==> config.mk <==
export PLATFORM = sky130hd
export DESIGN_NAME = nurn_update_engine
export DESIGN_NICKNAME = d
export VERILOG_FILES = /design/src/rtl/nurn_update_engine.sv
export SDC_FILE = /design/constraint.sdc
export NUM_CORES = 1
export LEC_CHECK = 0
export ABC_AREA = 1
export BUFFER_PORTS_ARGS = -buffer_cell sky130_fd_sc_hd__buf_2
export CORE_MARGIN = 3
export CORE_UTILIZATION = 45
export CTS_CLUSTER_SIZE = 28
export DETAILED_ROUTE_END_ITERATION = 10
export PLACE_DENSITY_LB_ADDON = 0.12
export SLEW_MARGIN = 20
export SYNTH_ARGS = -nofsm -noshare
export SYNTH_HDL_FRONTEND = slang
export SYNTH_SLANG_ARGS = --single-unit
==> constraint.sdc <==
create_clock -name clk_i -period 4.08 [get_ports clk_i]
set_input_delay 0.816 -clock clk_i [delete_from_list [all_inputs] [get_ports clk_i]]
set_output_delay 0.816 -clock clk_i [all_outputs]
set_load 0.005 [all_outputs]
==> src/rtl/nurn_update_engine.sv <==
`default_nettype none
// ============================================================================
//  Module   : nurn_update_engine
//  Purpose  : Per-neuron membrane update. A job (neuron state + parameters) is
//             latched on start_i. A stream of synapse beats is accumulated
//             with signed saturation. An optional LIF leak is applied, the
//             threshold is compared, and the updated neuron state is
//             presented on a valid/ready result port.
//  Ports    : clk_i, rst_i (async, active-high)
//             start_i + job inputs (nurnId_i, membPot_i, th_i, rstPot_i,
//               refracCnt_i, refracPeriod_i, nurnType_i, leakShift_i)
//             synapse stream  : syn_valid_i / syn_ready_o, syn_weight_i,
//                               syn_spike_i, syn_last_i
//             result stream   : result_valid_o / result_ready_i,
//                               result_nurnId_o, result_membPot_o,
//                               result_refracCnt_o, outSpike_o
//             busy_o          : high whenever a job is in flight
//  Config   : NURN_LEAK_EN - when defined, type 2 (LIF) applies the leak
//             acc -= acc >>> leakShift in an extra LEAK cycle. When undefined,
//             the LEAK state is bypassed and type 2 behaves as I&F.
//  Revision : 1.0 - initial release
// ============================================================================
module nurn_update_engine #(
    parameter int DATA_BIT_WIDTH_INT   = 8,
    parameter int DATA_BIT_WIDTH_FRAC  = 8,
    parameter int NURN_CNT_BIT_WIDTH   = 8,
    parameter int REFRAC_BIT_WIDTH     = 4,
    parameter int LEAK_SHIFT_BIT_WIDTH = 4
) (
    input  logic                                              clk_i,
    input  logic                                              rst_i,
    input  logic                                              start_i,
    input  logic [NURN_CNT_BIT_WIDTH-1:0]                     nurnId_i,
    input  logic [DATA_BIT_WIDTH_INT+DATA_BIT_WIDTH_FRAC-1:0] membPot_i,
    input  logic [DATA_BIT_WIDTH_INT+DATA_BIT_WIDTH_FRAC-1:0] th_i,
    input  logic [DATA_BIT_WIDTH_INT+DATA_BIT_WIDTH_FRAC-1:0] rstPot_i,
    input  logic [REFRAC_BIT_WIDTH-1:0]                       refracCnt_i,
    input  logic [REFRAC_BIT_WIDTH-1:0]                       refracPeriod_i,
    input  logic [1:0]                                        nurnType_i,
    input  logic [LEAK_SHIFT_BIT_WIDTH-1:0]                   leakShift_i,
    input  logic                                              syn_valid_i,
    output logic                                              syn_ready_o,
    input  logic [DATA_BIT_WIDTH_INT+DATA_BIT_WIDTH_FRAC-1:0] syn_weight_i,
    input  logic                                              syn_spike_i,
    input  logic                                              syn_last_i,
    output logic                                              result_valid_o,
    input  logic                                              result_ready_i,
    output logic [NURN_CNT_BIT_WIDTH-1:0]                     result_nurnId_o,
    output logic [DATA_BIT_WIDTH_INT+DATA_BIT_WIDTH_FRAC-1:0] result_membPot_o,
    output logic [REFRAC_BIT_WIDTH-1:0]                       result_refracCnt_o,
    output logic                                              outSpike_o,
    output logic                                              busy_o
);

    localparam int DSIZE = DATA_BIT_WIDTH_INT + DATA_BIT_WIDTH_FRAC;

    localparam logic [DSIZE-1:0]            c_satMax    = {1'b0, {(DSIZE-1){1'b1}}};
    localparam logic [DSIZE-1:0]            c_satMin    = {1'b1, {(DSIZE-1){1'b0}}};
    localparam logic [REFRAC_BIT_WIDTH-1:0] c_refracOne = {{(REFRAC_BIT_WIDTH-1){1'b0}}, 1'b1};
    localparam logic [1:0]                  c_typeRelu  = 2'd1;
`ifdef NURN_LEAK_EN
    localparam logic [1:0]                  c_typeLif   = 2'd2;
`endif

    typedef enum logic [2:0] {
        S_IDLE = 3'd0,
        S_ACC  = 3'd1,
        S_LEAK = 3'd2,
        S_CMP  = 3'd3,
        S_OUT  = 3'd4
    } state_t;

    state_t r_state;
    state_t w_nextState;

    // Job registers
    logic [NURN_CNT_BIT_WIDTH-1:0] r_nurnId;
    logic [DSIZE-1:0]              r_th;
    logic [DSIZE-1:0]              r_rstPot;
    logic [REFRAC_BIT_WIDTH-1:0]   r_refracCnt;
    logic [REFRAC_BIT_WIDTH-1:0]   r_refracPeriod;
    logic [1:0]                    r_type;
    logic [DSIZE-1:0]              r_acc;

    // Result registers
    logic [NURN_CNT_BIT_WIDTH-1:0] r_resNurnId;
    logic [DSIZE-1:0]              r_resMembPot;
    logic [REFRAC_BIT_WIDTH-1:0]   r_resRefracCnt;
    logic                          r_outSpike;

    // Narrow a DSIZE+1 bit signed result back to DSIZE bits, clamping when
    // the two top bits disagree (i.e. the value left the representable range).
    function automatic logic [DSIZE-1:0] satTrunc(input logic [DSIZE:0] s);
        if (s[DSIZE] != s[DSIZE-1]) begin
            return s[DSIZE] ? c_satMin : c_satMax;
        end
        return s[DSIZE-1:0];
    endfunction

    logic [DSIZE:0]              w_addSum;
    logic                        w_refracZero;
    logic                        w_thReached;
    logic                        w_spike;
    logic [REFRAC_BIT_WIDTH-1:0] w_refracDec;
    logic                        w_transfer;

    assign w_addSum     = {r_acc[DSIZE-1], r_acc} + {syn_weight_i[DSIZE-1], syn_weight_i};
    assign w_refracZero = (r_refracCnt == '0);
    assign w_thReached  = ($signed(r_acc) >= $signed(r_th));
    assign w_spike      = w_refracZero & w_thReached;
    assign w_refracDec  = w_refracZero ? '0 : (r_refracCnt - c_refracOne);
    assign w_transfer   = syn_valid_i & syn_ready_o;

`ifdef NURN_LEAK_EN
    logic [LEAK_SHIFT_BIT_WIDTH-1:0] r_leakShift;
    logic signed [DSIZE-1:0]         w_accShifted;
    logic [DSIZE:0]                  w_leakDiff;

    assign w_accShifted = $signed(r_acc) >>> r_leakShift;
    assign w_leakDiff   = {r_acc[DSIZE-1], r_acc} - {w_accShifted[DSIZE-1], w_accShifted};
`else
    // leakShift_i has no effect when the leak is compiled out.
    logic w_unusedLeakShift;
    assign w_unusedLeakShift = ^leakShift_i;
`endif

    // ------------------------------------------------------------------
    // State register
    // ------------------------------------------------------------------
    always_ff @(posedge clk_i or posedge rst_i) begin
        if (rst_i) begin
            r_state <= S_IDLE;
        end else begin
            r_state <= w_nextState;
        end
    end

    // ------------------------------------------------------------------
    // Next-state logic
    // ------------------------------------------------------------------
    always_comb begin
        w_nextState = r_state;
        case (r_state)
            S_IDLE: begin
                if (start_i) begin
                    w_nextState = S_ACC;
                end
            end
            S_ACC: begin
                if (w_transfer && syn_last_i) begin
`ifdef NURN_LEAK_EN
                    w_nextState = S_LEAK;
`else
                    w_nextState = S_CMP;
`endif
                end
            end
            S_LEAK:  w_nextState = S_CMP;
            S_CMP:   w_nextState = S_OUT;
            S_OUT: begin
                if (result_ready_i) begin
                    w_nextState = S_IDLE;
                end
            end
            default: w_nextState = S_IDLE;
        endcase
    end

    // ------------------------------------------------------------------
    // Datapath: job capture, accumulation, leak, compare/result capture
    // ------------------------------------------------------------------
    always_ff @(posedge clk_i or posedge rst_i) begin
        if (rst_i) begin
            r_nurnId       <= '0;
            r_th           <= '0;
            r_rstPot       <= '0;
            r_refracCnt    <= '0;
            r_refracPeriod <= '0;
            r_type         <= '0;
            r_acc          <= '0;
`ifdef NURN_LEAK_EN
            r_leakShift    <= '0;
`endif
            r_resNurnId    <= '0;
            r_resMembPot   <= '0;
            r_resRefracCnt <= '0;
            r_outSpike     <= 1'b0;
        end else begin
            case (r_state)
                S_IDLE: begin
                    if (start_i) begin
                        r_nurnId       <= nurnId_i;
                        r_th           <= th_i;
                        r_rstPot       <= rstPot_i;
                        r_refracCnt    <= refracCnt_i;
                        r_refracPeriod <= refracPeriod_i;
                        r_type         <= nurnType_i;
                        r_acc          <= membPot_i;
`ifdef NURN_LEAK_EN
                        r_leakShift    <= leakShift_i;
`endif
                    end
                end
                S_ACC: begin
                    // Refractory neurons ignore incoming spikes entirely.
                    if (w_transfer && syn_spike_i && w_refracZero) begin
                        r_acc <= satTrunc(w_addSum);
                    end
                end
                S_LEAK: begin
`ifdef NURN_LEAK_EN
                    if ((r_type == c_typeLif) && w_refracZero) begin
                        r_acc <= satTrunc(w_leakDiff);
                    end
`endif
                end
                S_CMP: begin
                    r_resNurnId <= r_nurnId;
                    r_outSpike  <= w_spike;
                    if (r_type == c_typeRelu) begin
                        // ReLU clamps negatives and never resets on a spike.
                        r_resMembPot   <= r_acc[DSIZE-1] ? '0 : r_acc;
                        r_resRefracCnt <= w_refracDec;
                    end else if (w_spike) begin
                        r_resMembPot   <= r_rstPot;
                        r_resRefracCnt <= r_refracPeriod;
                    end else begin
                        r_resMembPot   <= r_acc;
                        r_resRefracCnt <= w_refracDec;
                    end
                end
                default: begin
                end
            endcase
        end
    end

    assign syn_ready_o        = (r_state == S_ACC);
    assign result_valid_o     = (r_state == S_OUT);
    assign busy_o             = (r_state != S_IDLE);
    assign result_nurnId_o    = r_resNurnId;
    assign result_membPot_o   = r_resMembPot;
    assign result_refracCnt_o = r_resRefracCnt;
    assign outSpike_o         = r_outSpike;

endmodule
`default_nettype wire

Yosys cells after proc, flatten, opt, wreduce, memory -nomap -nowiden. Index checks and enable logic that the tools add are counted.

Register bits: 98. Input port bits: 93. Output and inout port bits: 32. Logic and storage cells: 56.

Add/subtract/negate cells: 2. Order comparisons: 1. Equality and inequality tests: 10. Muxes and demuxes: 19. Bitwise operators: 2. Reductions and logical operators: 10.

Operators with widths (number): 16-bit two-way mux (7); 16-bit one-hot mux with 2 select lines (1); 16-bit by 16-bit adder with 17-bit output (1); 16-bit greater-or-equal comparator (1); 15-bit two-way mux (1); 3-bit one-hot mux with 5 select lines (1); 4-bit two-way mux (3); 3-bit two-way mux (3); 3-bit by 2-bit equality test with 1-bit output, second input constant (2); 2-bit by 1-bit inequality test with 1-bit output, second input constant (3); 3-bit AND reduction (2); 4-bit logical NOT (1); 4-bit by 1-bit subtractor with 4-bit output, second input constant (1); 3-bit by 1-bit equality test with 1-bit output, second input constant (1); 3-bit equality test, second input constant (1); 1-bit logical AND (3); 3-bit logical NOT (1); 1-bit two-way mux (3); 3-bit nonzero test (1); 1-bit bitwise AND (2); 2-bit by 1-bit equality test with 1-bit output, second input constant (1); 2-bit inequality test, second input constant (1); 2-bit AND reduction (1); 2-bit nonzero test (1); 1-bit inequality test (1).

Depth between registers and ports, before layout.
Depth after elaboration: 9. Depth in mapped cells: 17. Mapped depth without buffers: 16.

Worst setup path before layout. Ideal clock, no wire load.

Path type: input-to-reg. Start point: in syn_weight_i[0]. End point: reg r_acc[5]. Setup time: 0.116 ns. Data arrival time: 2.464 ns. Required time: 3.964 ns. Slack: 1.499 ns. Cell stages on the path: 16. Path buffers: 1. Cell sequence: ha_1 inv_1 fa_1 o21ai_2 nand2_1 nand2_2 nand3_1 nand2_1 nand2_1 nand2_2 nor2_2 nor2_4 buf_6 nand2_1 nand2_1 nand2_1.

Cells in the longest elaborated chain, start to end: 8. Elaborated cells between the ends (all ways): 10. Those cells by class: add/sub: 1; eq/ne: 1; mux: 8.

RTL lines: from (decl) (line 43) `input logic [DATA_BIT_WIDTH_INT+DATA_BIT_WIDTH_FRAC-1:0] syn_weight_i,`; 16-bit by 16-bit adder with 17-bit output (*) (line 107) `assign w_addSum = {r_acc[DSIZE-1], r_acc} + {syn_weight_i[DSIZE-1], syn_weight_i};`; 1-bit inequality test (line 94) `if (s[DSIZE] != s[DSIZE-1]) begin`; 1-bit two-way mux (line 94); 1-bit two-way mux (line 206) `if (w_transfer && syn_spike_i && w_refracZero) begin`; 1-bit two-way mux (line 189) `case (r_state)`; 16-bit two-way mux (*) (line 97) `return s[DSIZE-1:0];`; 16-bit two-way mux (*) (line 206); 16-bit one-hot mux with 2 select lines (*) (line 189); to (signal assigned) (line 198) `r_acc <= membPot_i;`; to (signal assigned) (line 207) `r_acc <= satTrunc(w_addSum);`; to (decl) (line 83) `logic [DSIZE-1:0] r_acc;`.

Mark *: on every way between the ends. The rest lies on a longest branch, timed or not. The select of a mux whose other input is x is not followed. A chain may end at the register's enable or synchronous reset.

Worst setup path in the final report.
Start point: reg r_state[2]. End point: out syn_ready_o.

Cells in the longest elaborated chain, start to end: 1.

RTL lines: from (decl) (line 73) `state_t r_state;`; from (signal assigned) (line 134) `r_state <= w_nextState;`; 3-bit by 1-bit equality test with 1-bit output (line 238) `assign syn_ready_o = (r_state == S_ACC);`; to (decl) (line 42) `output logic syn_ready_o,`.

Every way passes these cells.

==> impl_metrics.toml <==
[outcome]
status = "finished, final reports clean"

[sta]
report.final.setup_viol = 0
finalCritPeriodShare_pct = 64.7
hold_viol = 0
worst_pin_slew_ps = 1030
rsz0062_at_grt = "no"
maxSlewViolCount = 0
period_minus_slack_ps = 2640
fmax_mhz = 379
hold_ws_ps = 467
skew_ps = 8.33
max_slew_margin_pct = 31.2
setup_tns_ps = 0

[finish]
stdcell_count = 1054
drive_above_1_share_pct = 19.5
num_antenna_cells = 0
area_growth_syn_to_layout_pct = 18.7
stdcell_area_mm2 = 0.00679
fill_cells = 1219
fin_nets = 1007

[global_routing]
grt_pass1_vias = 5037
grt_use_total_pct = 21.1
grt_pass1_wl_um = 24300
grt_max_degree = 76
antenna_found_initial = 0
gr-total-overflow = 0

[run]
drv_cap = 0

[route]
num_vias = 5174
drt-initial-drc-count = 280
wl_per_cell_um = 13.6
viasPerCell = 4.91
route.detailed.drc = 0
firstDrtPassIters = 4
detail-route-antenna-nets = 0
drt_wl_total_um = 14300

[place]
dpl_cell_area_mm2 = 0.00646
dp_cells = 1038
gp_congestion = 0.934
portBuffers = 120
hpwl_um = 10700

[synthesis]
synth_edf_count = 0
postSynth.asyncResetShare_pct = 100
yosys_warnings = 0
synth_cell_type_count = 31
synth-seq-cells = 98
synth_fp_nets = 897
yosysSeqAreaShare_pct = 42.9
synth_area_per_cell_um2 = 7.41
syn_area_mm2 = 0.00572
synth_top_flop_cell = "dfrtp_1"
syn_inst = 771

[die]
die_w_um = 119
coreArea_mm2 = 0.0122
rows = 40
die_area_mm2 = 0.0141
io_pins = 125
start_util_pct = 46.8
dieHeight_um = 119

[critical_path]
worst_setup_path_end_kind = "output pin"
crit_chain = "inv_1 > nand2_1 > nor2_1 > buf_2"
cp-start-kind = "register"
cp_slowest_cell = "nor2_1"
slowest_delay_ps = 620
ff2ff_setup_slack_ps = 1530
critical_path_required_ps = 3260
crit_family = "simple AND/OR/NAND/NOR gates"
path_buf_inv = 2
worstSetupPathType = "register to output pin"
cp_max_fo = 10
cp.arrival_ps = 1820

[power]
swShare_pct = 44.6
clkPwrFrac_pct = 17.1
power.density_mw_per_mm2 = 797
power_leakage_uw = 0.00378
pwr-share-comb_pct = 50.6
vdd_drop_max_v = 0.000278
switchingPower_uw = 2420
p_int_uw = 3000
seq_power_share_pct = 32.3

[cts]
clk_latency_ps = 350
cts-resized-gates = 0
ctsHoldBuffers = 0
clk_pin_slew_ps = 70
postCtsSetupRepairBufs = 0
h-tree-depth = 3
cts_tree = "done"
cts_buffers = 9
cts_root_buffer = "clkbuf_16"
cts_max_path_buffers = 2
cts.sinks = 98

[worst_hold_path]
hold_class = "register to register"
layout by cell type, fill, tap and decap left out, types with 2 or more instances in the layout:
master | synthesis | routed
nand2_1 | 246 | 246
buf_2 | 4 | 120
nor2_1 | 99 | 99
dfrtp_1 | 98 | 98
a21oi_1 | 84 | 84
inv_1 | 81 | 80
nand3_1 | 36 | 35
ha_1 | 32 | 32
o21ai_0 | 13 | 13
mux2_2 | 10 | 10
clkbuf_16 | 0 | 9
xor2_1 | 8 | 8
buf_4 | 2 | 6
nand2_2 | 5 | 5
xnor2_1 | 5 | 5
nand4_1 | 4 | 4
inv_2 | 4 | 4
nor2_2 | 3 | 3
nor2_4 | 3 | 3
o21ai_1 | 3 | 3
clkinvlp_4 | 0 | 3
nand3_4 | 1 | 2
bufinv_16 | 0 | 2
state kept, by name (all words and copies together) (netlist names):
signal / cells
r_type: 2
result_refracCnt_o: 4
outSpike_o: 1
r_refracCnt: 4
r_refracPeriod: 4
r_th: 16
r_state: 3
result_membPot_o: 16
r_nurnId: 8
result_nurnId_o: 8
r_acc: 16
r_rstPot: 16
final timing paths:
check                                         from              endpoint  cells after the start
worst min register to register  result_nurnId_o[7]    result_nurnId_o[7]                      2
min in group asynchronous                    rst_i             r_type[1]                      2
worst max register to register           r_acc[15]  result_membPot_o[15]                     12
max in group asynchronous                    rst_i   result_membPot_o[5]                      3
worst min-delay path            result_nurnId_o[7]    result_nurnId_o[7]                      2
worst max-delay path                    r_state[2]           syn_ready_o                      4
cells by family (layout without fill, tap and decap cells):
| group | count (synthesis) | in the layout | share of synthesized area (%) |
|---|---|---|---|
| simple gates | 398 | 398 | 28.3 |
| buf+inv | 113 | 228 | 7.90 |
| compound gates | 106 | 106 | 9.59 |
| flops | 98 | 98 | 42.9 |
| fa+ha+maj | 33 | 33 | 7.35 |
| xor+xnor | 13 | 13 | 1.99 |
| mux | 10 | 10 | 1.97 |
routing by layer:
layer  global-route usage [%]  part of all wire [%]  wire, um
met5                        0                     0         0
met4                     7.24                   2.0       287
met3                     3.44                   4.6       665
met2                     33.0                    45      6440
met1                     29.6                    48      6930
cell usage after synthesis (2+ instances only):
library cell | number | area (um^2)
buf_4 | 2 | 15.0
a21oi_1 | 84 | 420
ha_1 | 32 | 400
buf_6 | 2 | 22.5
inv_2 | 4 | 15.0
buf_2 | 4 | 20.0
o21ai_0 | 13 | 65.1
nor2_4 | 3 | 33.8
xnor2_1 | 5 | 43.8
nand2_2 | 5 | 31.3
mux2_2 | 10 | 113
nand3_1 | 36 | 180
xor2_1 | 8 | 70.1
nand2_1 | 246 | 923
nor2_2 | 3 | 18.8
clkbuf_1 | 19 | 71.3
inv_1 | 81 | 304
o21ai_1 | 3 | 15.0
nand4_1 | 4 | 25.0
dfrtp_1 | 98 | 2450
nor2_1 | 99 | 372
area by class of cell:
type / instances / area, um^2 / share of cell area, %
clock buffer: 9 / 225 / 3.32
clock inverter: 7 / 103 / 1.51
inverter: 86 / 325 / 4.79
sequential: 98 / 2450 / 36.1
multi-input combinational: 560 / 2830 / 41.6
timing repair buffer: 126 / 646 / 9.51
tap: 168 / 210 / 3.10
worst min-delay path, stage by stage, from the launching register on:
cell and delay [ps]:
dfrtp_1 340, nand2_1 50, nand2_1 40
stage by stage:
step / util, % / total power [uW] / setup slack (ps)
finish: 55.6 / 5410 / 1440
floorplan: - / 3770 / 702
CTS: 55.6 / 5460 / 1450
detailed placement: 52.9 / 4510 / 1110
global placement: 52.9 / 4420 / 1170
global route: 55.6 / 5980 / 1200
power groups by stage:
stage               Clock (uW)  Combinational [uW]  Sequential (uW)
finish                     926                2740             1750
global route               985                3180             1820
CTS                        945                2760             1750
detailed placement           0                2750             1770
global placement             0                2670             1750
floorplan                    0                2090             1680
(Power assumes the default switching activity.)
